==> src/rtl/vga_pkg.sv <==
// rtl/vga_pkg.sv - shared pixel-coordinate widths for the VGA game blocks
package vga_pkg;
  localparam int X_POS_W = 10;
  localparam int Y_POS_W = 10;
endpackage

==> src/rtl/ball_motion.sv <==
// rtl/ball_motion.sv - pong ball position/direction FSM, stepped once per frame tick
module ball_motion
  import vga_pkg::*;
#(
  parameter int SCREEN_W    = 640,
  parameter int SCREEN_H    = 480,
  parameter int BALL_SIZE   = 8,
  parameter int SPEED_X     = 4,
  parameter int SPEED_Y     = 2,
  parameter int HOLD_FRAMES = 60
) (
  input  logic               clk_i,
  input  logic               rst_i,
  input  logic               frame_tick_i,
  input  logic               serve_i,
  input  logic               coll_left_i,
  input  logic               coll_right_i,
  output logic [X_POS_W-1:0] ball_x_o,
  output logic [Y_POS_W-1:0] ball_y_o,
  output logic               goal_left_o,
  output logic               goal_right_o,
  output logic [1:0]         state_o
);

  typedef enum logic [1:0] {
    IDLE   = 2'd0,
    PLAY   = 2'd1,
    SCORED = 2'd2
  } state_t;

  localparam int CNT_W = (HOLD_FRAMES > 1) ? $clog2(HOLD_FRAMES + 1) : 1;

  localparam logic [X_POS_W-1:0] CX     = X_POS_W'((SCREEN_W - BALL_SIZE) / 2);
  localparam logic [Y_POS_W-1:0] CY     = Y_POS_W'((SCREEN_H - BALL_SIZE) / 2);
  localparam logic [X_POS_W-1:0] X_MAX  = X_POS_W'(SCREEN_W - BALL_SIZE);
  localparam logic [Y_POS_W-1:0] Y_MAX  = Y_POS_W'(SCREEN_H - BALL_SIZE);
  localparam logic [X_POS_W-1:0] STEP_X = X_POS_W'(SPEED_X);
  localparam logic [Y_POS_W-1:0] STEP_Y = Y_POS_W'(SPEED_Y);

  // Bound checks run one bit wider so x+size+step cannot wrap.
  localparam logic [X_POS_W:0] STEP_X_W = (X_POS_W + 1)'(SPEED_X);
  localparam logic [X_POS_W:0] SIZE_X_W = (X_POS_W + 1)'(BALL_SIZE);
  localparam logic [X_POS_W:0] SCR_X_W  = (X_POS_W + 1)'(SCREEN_W);
  localparam logic [Y_POS_W:0] STEP_Y_W = (Y_POS_W + 1)'(SPEED_Y);
  localparam logic [Y_POS_W:0] SIZE_Y_W = (Y_POS_W + 1)'(BALL_SIZE);
  localparam logic [Y_POS_W:0] SCR_Y_W  = (Y_POS_W + 1)'(SCREEN_H);

  localparam logic [CNT_W-1:0] HOLD_LAST = CNT_W'(HOLD_FRAMES - 1);

  state_t             state_q, state_d;
  logic [X_POS_W-1:0] x_q, x_d;
  logic [Y_POS_W-1:0] y_q, y_d;
  logic               dir_x_q, dir_x_d;
  logic               dir_y_q, dir_y_d;
  logic               hit_l_q, hit_l_d;
  logic               hit_r_q, hit_r_d;
  logic [CNT_W-1:0]   cnt_q, cnt_d;
  logic               goal_left_d, goal_right_d;
  logic               hit_l_now, hit_r_now, dir_x_new;

  always_ff @(posedge clk_i or posedge rst_i) begin
    if (rst_i) begin
      state_q      <= IDLE;
      x_q          <= CX;
      y_q          <= CY;
      dir_x_q      <= 1'b1;
      dir_y_q      <= 1'b1;
      hit_l_q      <= 1'b0;
      hit_r_q      <= 1'b0;
      cnt_q        <= '0;
      goal_left_o  <= 1'b0;
      goal_right_o <= 1'b0;
    end else begin
      state_q      <= state_d;
      x_q          <= x_d;
      y_q          <= y_d;
      dir_x_q      <= dir_x_d;
      dir_y_q      <= dir_y_d;
      hit_l_q      <= hit_l_d;
      hit_r_q      <= hit_r_d;
      cnt_q        <= cnt_d;
      goal_left_o  <= goal_left_d;
      goal_right_o <= goal_right_d;
    end
  end

  always_comb begin
    state_d      = state_q;
    x_d          = x_q;
    y_d          = y_q;
    dir_x_d      = dir_x_q;
    dir_y_d      = dir_y_q;
    hit_l_d      = hit_l_q;
    hit_r_d      = hit_r_q;
    cnt_d        = cnt_q;
    goal_left_d  = 1'b0;
    goal_right_d = 1'b0;

    // A collision level on the tick cycle itself still counts for this frame.
    hit_l_now = hit_l_q | coll_left_i;
    hit_r_now = hit_r_q | coll_right_i;
    dir_x_new = dir_x_q;
    if (hit_l_now && !hit_r_now) begin
      dir_x_new = 1'b1;
    end else if (hit_r_now && !hit_l_now) begin
      dir_x_new = 1'b0;
    end

    case (state_q)
      IDLE: begin
        x_d     = CX;
        y_d     = CY;
        hit_l_d = 1'b0;
        hit_r_d = 1'b0;
        cnt_d   = '0;
        if (serve_i) begin
          state_d = PLAY;
        end
      end

      PLAY: begin
        hit_l_d = hit_l_now;
        hit_r_d = hit_r_now;
        if (frame_tick_i) begin
          hit_l_d = 1'b0;
          hit_r_d = 1'b0;
          dir_x_d = dir_x_new;
          if (!dir_x_new) begin
            if ({1'b0, x_q} <= STEP_X_W) begin
              x_d         = '0;
              goal_left_d = 1'b1;
              state_d     = SCORED;
              cnt_d       = '0;
            end else begin
              x_d = x_q - STEP_X;
            end
          end else begin
            if ({1'b0, x_q} + SIZE_X_W + STEP_X_W >= SCR_X_W) begin
              x_d          = X_MAX;
              goal_right_d = 1'b1;
              state_d      = SCORED;
              cnt_d        = '0;
            end else begin
              x_d = x_q + STEP_X;
            end
          end
          if (!dir_y_q) begin
            if ({1'b0, y_q} <= STEP_Y_W) begin
              y_d     = '0;
              dir_y_d = 1'b1;
            end else begin
              y_d = y_q - STEP_Y;
            end
          end else begin
            if ({1'b0, y_q} + SIZE_Y_W + STEP_Y_W >= SCR_Y_W) begin
              y_d     = Y_MAX;
              dir_y_d = 1'b0;
            end else begin
              y_d = y_q + STEP_Y;
            end
          end
        end
      end

      SCORED: begin
        // dir_x already points at the conceding side, so it is left as is.
        if (frame_tick_i) begin
          if (cnt_q == HOLD_LAST) begin
            state_d = IDLE;
            x_d     = CX;
            y_d     = CY;
            cnt_d   = '0;
          end else begin
            cnt_d = cnt_q + 1'b1;
          end
        end
      end

      default: begin
        state_d = IDLE;
      end
    endcase
  end

  assign ball_x_o = x_q;
  assign ball_y_o = y_q;
  assign state_o  = state_q;

endmodule

==> config.mk <==
export PLATFORM = sky130hd
export DESIGN_NAME = ball_motion
export DESIGN_NICKNAME = d
export VERILOG_FILES = /design/src/rtl/vga_pkg.sv /design/src/rtl/ball_motion.sv
export SDC_FILE = /design/constraint.sdc
export NUM_CORES = 1
export LEC_CHECK = 0
export BUFFER_PORTS_ARGS = -buffer_cell sky130_fd_sc_hd__buf_4
export CAP_MARGIN = 0
export CORE_MARGIN = 3
export CORE_UTILIZATION = 38
export CTS_CLUSTER_SIZE = 16
export DETAILED_ROUTE_END_ITERATION = 8
export PLACE_DENSITY_LB_ADDON = 0.1
export SLEW_MARGIN = 20
export SYNTH_ARGS = -nofsm -noshare
export SYNTH_HDL_FRONTEND = slang
export SYNTH_SLANG_ARGS = --single-unit
==> constraint.sdc <==
create_clock -name clk_i -period 2.3 [get_ports clk_i]
set_input_delay 0.23 -clock clk_i [delete_from_list [all_inputs] [get_ports clk_i]]
set_output_delay 0.23 -clock clk_i [all_outputs]
set_load 0.02 [all_outputs]
==> results of run 1 <==
-- layout make-up --
type | instances | area [µm²]
clock buffer | 7 | 96.3
clock inverter | 1 | 7.51
fill | 616 | 3170
inverter | 22 | 82.6
multi-input combinational | 222 | 1430
sequential | 31 | 791
tap | 75 | 93.8
timing repair buffer | 47 | 353
-- state kept, by name, indices dropped and copies added (netlist names) --
| register | flops |
|---|---|
| dir_x_q | 1 |
| hit_r_q | 1 |
| hit_l_q | 1 |
| dir_y_q | 1 |
| ball_y_o | 9 |
| goal_right_o | 1 |
| state_o | 2 |
| goal_left_o | 1 |
| cnt_q | 6 |
| ball_x_o | 8 |
-- how the worst max path moves through the flow --
stage | to | slack, ps | cells after the start
4_1_cts | cnt_q[3] | 110 | 7
6_report | cnt_q[3] | 140 | 7
5_1_grt | cnt_q[3] | 40 | 7
3_3_place_gp | cnt_q[3] | 160 | 7
2_1_floorplan | cnt_q[3] | 80 | 9
3_5_place_dp | cnt_q[3] | 130 | 7
-- metrics by stage --
stage                     util, %  cells  area [µm²]
after floorplan                 -    298        2410
after global placement       45.6    397        2750
final                        47.3    405        2850
after global routing         47.3    405        2850
after detailed placement     45.6    397        2750
after CTS                    47.3    405        2850
-- cell usage after synthesis (6+ instances only) --
library cell / count
o31ai_1: 6
dfstp_2: 12
nor2_1: 31
clkbuf_1: 14
dfrtp_1: 19
nand2_1: 17
o21ai_0: 17
a31oi_1: 8
xnor2_1: 6
nand3_1: 8
a21oi_1: 18
ha_1: 6
nor3_1: 10
inv_1: 22
-- tightest hold or removal path: stages --
cell and delay, ps:
buf_4 100, inv_1 40, buf_4 370
-- per-layer routing --
layer / vias up / GRT usage (%)
met1: 1140 / 26.5
met2: 73 / 31.6
li1: 1157 / -
met5: - / 0
met3: 14 / 5.19
met4: 0 / 6.47
-- cell families after synthesis --
kind of cell | count (synthesis) | synth area share (%)
adder cells (fa/ha/maj) | 6 | 3.12
AND/OR/NAND/NOR | 97 | 20.2
XOR/XNOR | 9 | 3.28
multiplexers | 3 | 1.25
buffers and inverters | 45 | 8.02
AO/OA/AOI/OAI | 104 | 31.0
flip-flops | 31 | 32.9
other | 1 | 0.156
-- power by group through the flow --
| stage | Clock, mW | Combinational [mW] | Sequential [mW] |
|---|---|---|---|
| global placement | 0 | 1.70 | 0.926 |
| finish | 0.511 | 1.71 | 0.922 |
| floorplan | 0 | 1.05 | 0.974 |
| CTS | 0.525 | 1.71 | 0.918 |
| global route | 0.552 | 1.91 | 0.950 |
| detailed placement | 0 | 1.70 | 0.926 |
-- layout by cell type, fill, tap and decap left out, drive strengths merged, types with 3 or more instances in the layout --
cell type  count
buf           47
nor2          31
inv           22
o21ai         20
dfrtp         19
a21oi         18
nand2         17
dfstp         12
nor3          10
nand3          8
a31oi          8
clkbuf         7
o31ai          6
xnor2          6
ha             6
or3            5
o21a           5
o22ai          5
o31a           4
o211ai         4
nor4           4
a211oi         4
and3           4
xor2           3
mux2i          3
nand4          3
a41oi          3
or4            3
conb           3
==> summary.txt, run 1 <==
outcome: complete, no violations
DRT Pass-1 Iters: 5
R2R Path Start: ball_x_o[3]
Highest Signal Layer: met4
Initial Util: 39.9%
First DRT Iteration DRCs: 121
Skew-Pair Late Insertion Delay: 290 ps
leading area contributor after synthesis: dfrtp_1
core area: 6030 µm²
wire length per cell: 16.6 µm
Routed WL: 6720 µm
R2R Path End: cnt_q[3]
antenna fix cells: 0
slowest CP cell: or3_1
CTS Root Cell: clkbuf_8
DR vias: 2384
final setup vio count: 0
CP top delay family: compound AO/OA/AOI/OAI gates
EDFF count, synth: 0
switch share: 45.6%
Site Rows: 28
setup TNS: 0 ps
area delta synth->final: 18.8%
PD cells: 1100 nW/µm²
Nets: 341
post-CTS sizing: 0
hpwl dp: 4850 µm
Tcrit/Tclk final: 93.7%
crit path launch: ball_x_o[3]
synthesized cell area: 2400 µm²
gr usage total: 19.9%
cells on worst reg2reg path: 7
Critical Path Source Type: register
WS Path Type: reg -> reg
CTS tree: yes
worst rel slew slack: 66.0%
Hold WS: 29.9 ps
IR drop worst, VDD: 459 µV
die width: 85.5 µm
Synth top area share: 19.8%
gpl congestion: 0.866
postcts setup bufs: 0
Seq cells post-synth: 31
DP Worst Slack: 131 ps
power share of the combinational group: 54.4%
ys async rst share: 100%
Ys Warns: 0
Post-Syn Instances: 296
via density per instance: 5.89
Final Hold Vio Count: 0
metal3 WL: 301 µm
achievable frequency: 464 MHz
die area: 7310 µm²
Critical Path AT: 2300 ps
Tmin final: 2160 ps
share of cells above drive strength 1: 23.3%
global-route wire length before repair: 11700 µm
H-tree levels: 2
vias in the first global route: 2356
setup ws final: 145 ps
met2 routed WL: 3180 µm
wl on met1: 3110 µm
Final Skew: 8.80 ps
CP max stage delay: 420 ps
Mean Syn Cell Area: 8.12 µm²
clock buffer depth: 2
CTS Sinks: 31
post-route ant nets: 0
sequential power share: 29.4%
Buffers on Ports: 26
worst path buffer plus inverter count: 1
io pins: 30
initial antenna violation count: 0
CP max FO: 9
P_sw: 1.43 mW
LEAKAGE: 1.21 nW
DR DRC count: 0
Design Power: 3.14 mW
critical path cell sequence: inv_1 > ha_2 > o21bai_1 > or3_1 > a211o_2 > o21ai_4 > o221ai_2
clk slew on worst S/H paths: 80 ps
Crit. End Element: register
WP data required: 2450 ps
Tightest Hold Check Type: in -> async
cts-stage hold buffer count: 0
Slew Viols, Final: 0
post-synth cell types: 66
Max-cap violations: 0
grt ovf: 0
internal power: 1.71 mW
number of buffers created by CTS: 5
Seq/Total Area, Yosys: 32.9%
clock share of power: 16.3%
synth top area cells: dfrtp_1 20%, dfstp_2 13%, nor2_1 4.8%
Die Ht: 85.5 µm
Reg2Reg Setup Slack: 140 ps
unrepaired setup endpoints after global routing: no
Least-Margin Pin Slew: 507 ps
main flop type after synthesis: dfrtp_1
pin count of the biggest net entering global routing: 32
Power figures use the tool's default switching activity.
==> inputs of run 2 (changes only) <==
==> constraint.sdc (replaced) <==
create_clock -name clk_i -period 1.9 [get_ports clk_i]
set_input_delay 0.19 -clock clk_i [delete_from_list [all_inputs] [get_ports clk_i]]
set_output_delay 0.19 -clock clk_i [all_outputs]
set_load 0.02 [all_outputs]
==> run 2 against run 1 <==
  * The flow now finishes with violations (hold timing, setup timing)
  * Worst hold slack lost 45 ps
  * Utilization is 6.3 points higher
  * First-iteration DRC count up 65%
  * Design area increased by 13%
  * Via count is 5.5% higher
  * Final cell count grew 8.6%
  * Critical path type unchanged
  * Largest cell class unchanged
==> summary.txt, run 2 (synthesis results as in run 1) <==
unrepaired setup endpoints after global routing: yes
IR drop worst, VDD: 600 µV
Slew Viols, Final: 0
Tcrit/Tclk final: 106%
number of fill cells in the layout: 589
Critical Path Source Type: register
core area: 6030 µm²
Crit. End Element: register
DR DRC count: 0
grt ovf: 0
WS Path Type: reg -> reg
Final Util: 53.6%
non-filler instance count after layout: 440
clk slew on worst S/H paths: 70 ps
LEAKAGE: 1.39 nW
cells on worst reg2reg path: 5
CTS Sinks: 31
via density per instance: 5.72
gr usage total: 20.1%
DR vias: 2516
final setup vio count: 9
Reg2Reg Setup Slack: -110 ps
Nets: 376
R2R Path End: cnt_q[0]
antenna fix cells: 0
io pins: 30
most frequent cells in the layout: 81 x buf_4, 29 x nor2_1, 21 x inv_1
clock share of power: 14.1%
Skew-Pair Late Insertion Delay: 290 ps
Tmin final: 2010 ps
Routed WL: 7140 µm
Max-cap violations: 0
PD cells: 1330 nW/µm²
vias in the first global route: 2358
setup ws final: -106 ps
Critical Path AT: 2170 ps
CP max FO: 5
cts-stage hold buffer count: 0
placed inst area: 3040 µm²
failing checks: hold timing, setup timing
CTS tree: yes
Buffers on Ports: 26
max FFs per register: 9
die width: 85.5 µm
global-route wire length before repair: 11800 µm
Final Hold Vio Count: 12
Site Rows: 28
area delta synth->final: 34.5%
Initial Util: 39.9%
DRT Pass-1 Iters: 4
hpwl dp: 5160 µm
commonest non-fill, non-tap cell in the layout: buf_4
Die Ht: 85.5 µm
die area: 7310 µm²
outcome: finished, violations left
sequential power share: 24.4%
initial antenna violation count: 0
wire length per cell: 16.2 µm
achievable frequency: 498 MHz
number of buffers created by CTS: 5
power share of the combinational group: 61.5%
First DRT Iteration DRCs: 200
pin count of the biggest net entering global routing: 32
area of the multi-input gates: 1540 µm²
H-tree levels: 2
P_sw: 1.88 mW
CTS Root Cell: clkbuf_8
gpl congestion: 0.901
WP data required: 2060 ps
share of cells above drive strength 1: 36.4%
post-route ant nets: 0
FF/Latch Area: 796 µm²
Hold WS: -15.2 ps
cell total after placement: 428
Tightest Hold Check Type: in -> async
R2R Path Start: ball_x_o[6]
switch share: 43.7%
Final Skew: 6.99 ps
clock buffer depth: 2
final instance area: 3230 µm²
setup TNS: -669 ps
internal power: 2.43 mW
[run 2: cell count changes in the layout (fill, tap and decap cells not counted), moves of 4 or more]
cell     delta
o21ai_1     +8
dfrtp_2     +4
o21ai_0     -8
buf_4      +34
dfrtp_1     -4
[run 2: stage by stage]
step / hold WS (ps) / setup slack, ps / power [mW]
floorplan: 284 / -174 / 2.57
global placement: 313 / -144 / 3.56
detailed placement: 322 / -183 / 3.57
CTS: 13.1 / -96.7 / 4.22
global route: 36.8 / -174 / 4.62
finish: -15.2 / -106 / 4.31
[run 2: worst max-delay path, cell delays in order (launching register included)]
cell,delay [ps]
dfrtp_2,400
or3_4,370
or3_4,410
a211o_4,360
o21ai_4,230
mux2i_1,110
[run 2: layout make-up]
cell class	instances	area share, %
tap	75	2.90
sequential	31	24.6
timing repair buffer	82	19.2
clock buffer	8	3.10
multi-input combinational	222	47.6
inverter	22	2.56
[run 2: power by group through the flow]
stage,logic (mW),registers (mW),clock network (mW)
after global placement,2.51,1.05,0
after global routing,2.88,1.08,0.654
after detailed placement,2.51,1.06,0
after floorplan,1.37,1.20,0
final,2.65,1.05,0.605
after CTS,2.55,1.05,0.619
[run 2: what timing repair did]
action / CTS / global route
buffers inserted: 1 / 3
gates cloned: 0 / 0
endpoints found under the setup margin: 16 / 26
pin swaps: 9 / 13
resized for setup: 3 / 17
[run 2: metal layers]
layer / track usage (%) / vias to the layer above / part of all wire (%)
li1: - / 1224 / -
met1: 31.1 / 1216 / 50
met2: 29.0 / 69 / 43
met3: 3.65 / 7 / 5.4
met4: 4.75 / 0 / 0.95
met5: 0 / - / 0
[run 2: how the worst max path moves through the flow]
stage,start,endpoint
6_report,ball_x_o[6],cnt_q[0]
4_1_cts,ball_x_o[6],cnt_q[0]
2_1_floorplan,ball_x_o[2],cnt_q[3]
3_3_place_gp,ball_x_o[7],cnt_q[3]
3_5_place_dp,ball_x_o[7],cnt_q[3]
5_1_grt,ball_x_o[6],cnt_q[0]
==> inputs of run 3 (changes only) <==
--- a/config.mk
+++ b/config.mk
@@ -11,7 +11,7 @@
 export CORE_UTILIZATION = 38
 export CTS_CLUSTER_SIZE = 16
 export DETAILED_ROUTE_END_ITERATION = 8
-export PLACE_DENSITY_LB_ADDON = 0.1
+export PLACE_DENSITY_LB_ADDON = 0.15
 export SLEW_MARGIN = 20
 export SYNTH_ARGS = -nofsm -noshare
 export SYNTH_HDL_FRONTEND = slang
==> run 3 against run 2 <==
  * The run still ends with hold timing, setup timing left
  * Setup slack improved by 3.3 ps
  * Die area unchanged
  * Flip-flop and latch count is the same
  * Clock power decreased by 2%
  * Design area is 4.1% higher
  * Maximum frequency is 0.16% higher
  * Global-route usage is essentially flat
  * Worst hold slack improved by 11 ps
  * Final cell count is 0.45% higher
  * Wire length hardly changed
  * Sequential share of layout area down 0.97 points
  * Utilization grew 2.2 points
==> summary.txt, run 3 (synthesis results as in run 1) <==
outcome: finished, violations left
failing checks: hold timing, setup timing
Site Rows: 28
R2R Path Start: ball_y_o[2]
die width: 85.5 µm
Tightest Hold Check Type: in -> async
share of cells above drive strength 1: 40.3%
slowest CP cell: dfstp_2
CTS Root Cell: clkbuf_8
DP Worst Slack: -165 ps
Tmin final: 2000 ps
max FFs per register: 9
setup ws final: -103 ps
Reg2Reg Setup Slack: -100 ps
gr usage total: 20.1%
First DRT Iteration DRCs: 144
clock buffer depth: 2
cts-stage hold buffer count: 0
WP data required: 2110 ps
die area: 7310 µm²
post-route ant nets: 0
PD cells: 1330 nW/µm²
gpl congestion: 0.873
R2R Path End: ball_y_o[2]
hpwl dp: 5090 µm
crit path capture: ball_y_o[2]
Final Hold Vio Count: 7
Critical Path Source Type: register
initial antenna violation count: 0
vias in the first global route: 2419
global-route wire length before repair: 11800 µm
commonest non-fill, non-tap cell in the layout: buf_4
final instance area: 3360 µm²
setup TNS: -732 ps
Final Skew: 8.24 ps
IR drop worst, VDD: 887 µV
pin count of the biggest net entering global routing: 32
wire length per cell: 16.2 µm
grt ovf: 0
clk slew on worst S/H paths: 80 ps
placed inst area: 3050 µm²
Tcrit/Tclk final: 105%
Crit. End Element: register
area delta synth->final: 40.0%
non-filler instance count after layout: 442
Slew Viols, Final: 0
Critical Path AT: 2210 ps
via density per instance: 5.75
Routed WL: 7150 µm
CTS tree: yes
critical path cell sequence: ha_4 > nor2_4 > o221a_1 > o41a_1 > o211a_1 > o32a_1
Die Ht: 85.5 µm
final setup vio count: 12
Buffers on Ports: 26
number of fill cells in the layout: 565
unrepaired setup endpoints after global routing: yes
CP max stage delay: 590 ps
achievable frequency: 499 MHz
core area: 6030 µm²
Nets: 378
DRT Pass-1 Iters: 4
cells on worst reg2reg path: 6
Initial Util: 39.9%
antenna fix cells: 0
WS Path Type: reg -> reg
crit path launch: ball_y_o[2]
FF/Latch Area: 796 µm²
most frequent cells in the layout: 80 x buf_4, 29 x nor2_1, 20 x inv_1
Hold WS: -4.10 ps
H-tree levels: 2
CTS Sinks: 31
DR DRC count: 0
area of the multi-input gates: 1650 µm²
LEAKAGE: 1.41 nW
number of buffers created by CTS: 5
cell total after placement: 430
Max-cap violations: 0
io pins: 30
CP max FO: 5
DR vias: 2542
Skew-Pair Late Insertion Delay: 290 ps
[run 3: worst max-delay path, delay by kind of cell (launching register included)]
| family | cells | cell delay, ps |
|---|---|---|
| AO/OA/AOI/OAI | 4 | 1140 |
| AND/OR/NAND/NOR | 1 | 40 |
| flip-flops | 1 | 590 |
| adder cells (fa/ha/maj) | 1 | 170 |
[run 3: area by class of cell]
class,instances,share of cell area (%)
flip-flops and latches,31,23.7
clock buffers,8,2.98
inverters,22,2.46
multi-input cells,222,48.9
well taps,75,2.79
repair buffers,84,19.2
[run 3: per-layer routing]
metal	share of wire (%)	global-route usage [%]
met1	47	27.3
met2	46	31.7
met3	5.5	5.19
met5	0	0
met4	1.8	5.76
[run 3: through the flow]
step | total power, mW | utilization [%]
CTS | 4.26 | 53.4
global placement | 3.55 | 50.6
global route | 4.80 | 55.8
floorplan | 2.57 | -
finish | 4.47 | 55.8
detailed placement | 3.58 | 50.6
[run 3: worst min-delay path by stage]
stage	depth (start not counted)	slack, ps	endpoint
6_report	3	-4	ball_y_o[1]
5_1_grt	3	20	ball_y_o[1]
4_1_cts	3	6	cnt_q[4]
3_5_place_dp	3	320	cnt_q[4]
3_3_place_gp	3	310	cnt_q[3]
2_1_floorplan	1	280	ball_x_o[9]
[run 3: timing repair]
item	CTS	global route
pin swaps	10	19
endpoints found under the hold margin	0	0
cloned	0	0
setup buffers	1	3
resized for setup	15	30
endpoints found under the setup margin	18	25
[run 3: power breakdown]
| group | switching, mW | leakage, nW | internal, mW | total, mW |
|---|---|---|---|---|
| registers | 0.212 | 0.375 | 0.884 | 1.10 |
| clock network | 0.264 | 0.0515 | 0.331 | 0.595 |
| logic | 1.50 | 0.987 | 1.28 | 2.78 |
| total | 1.98 | 1.41 | 2.50 | 4.47 |
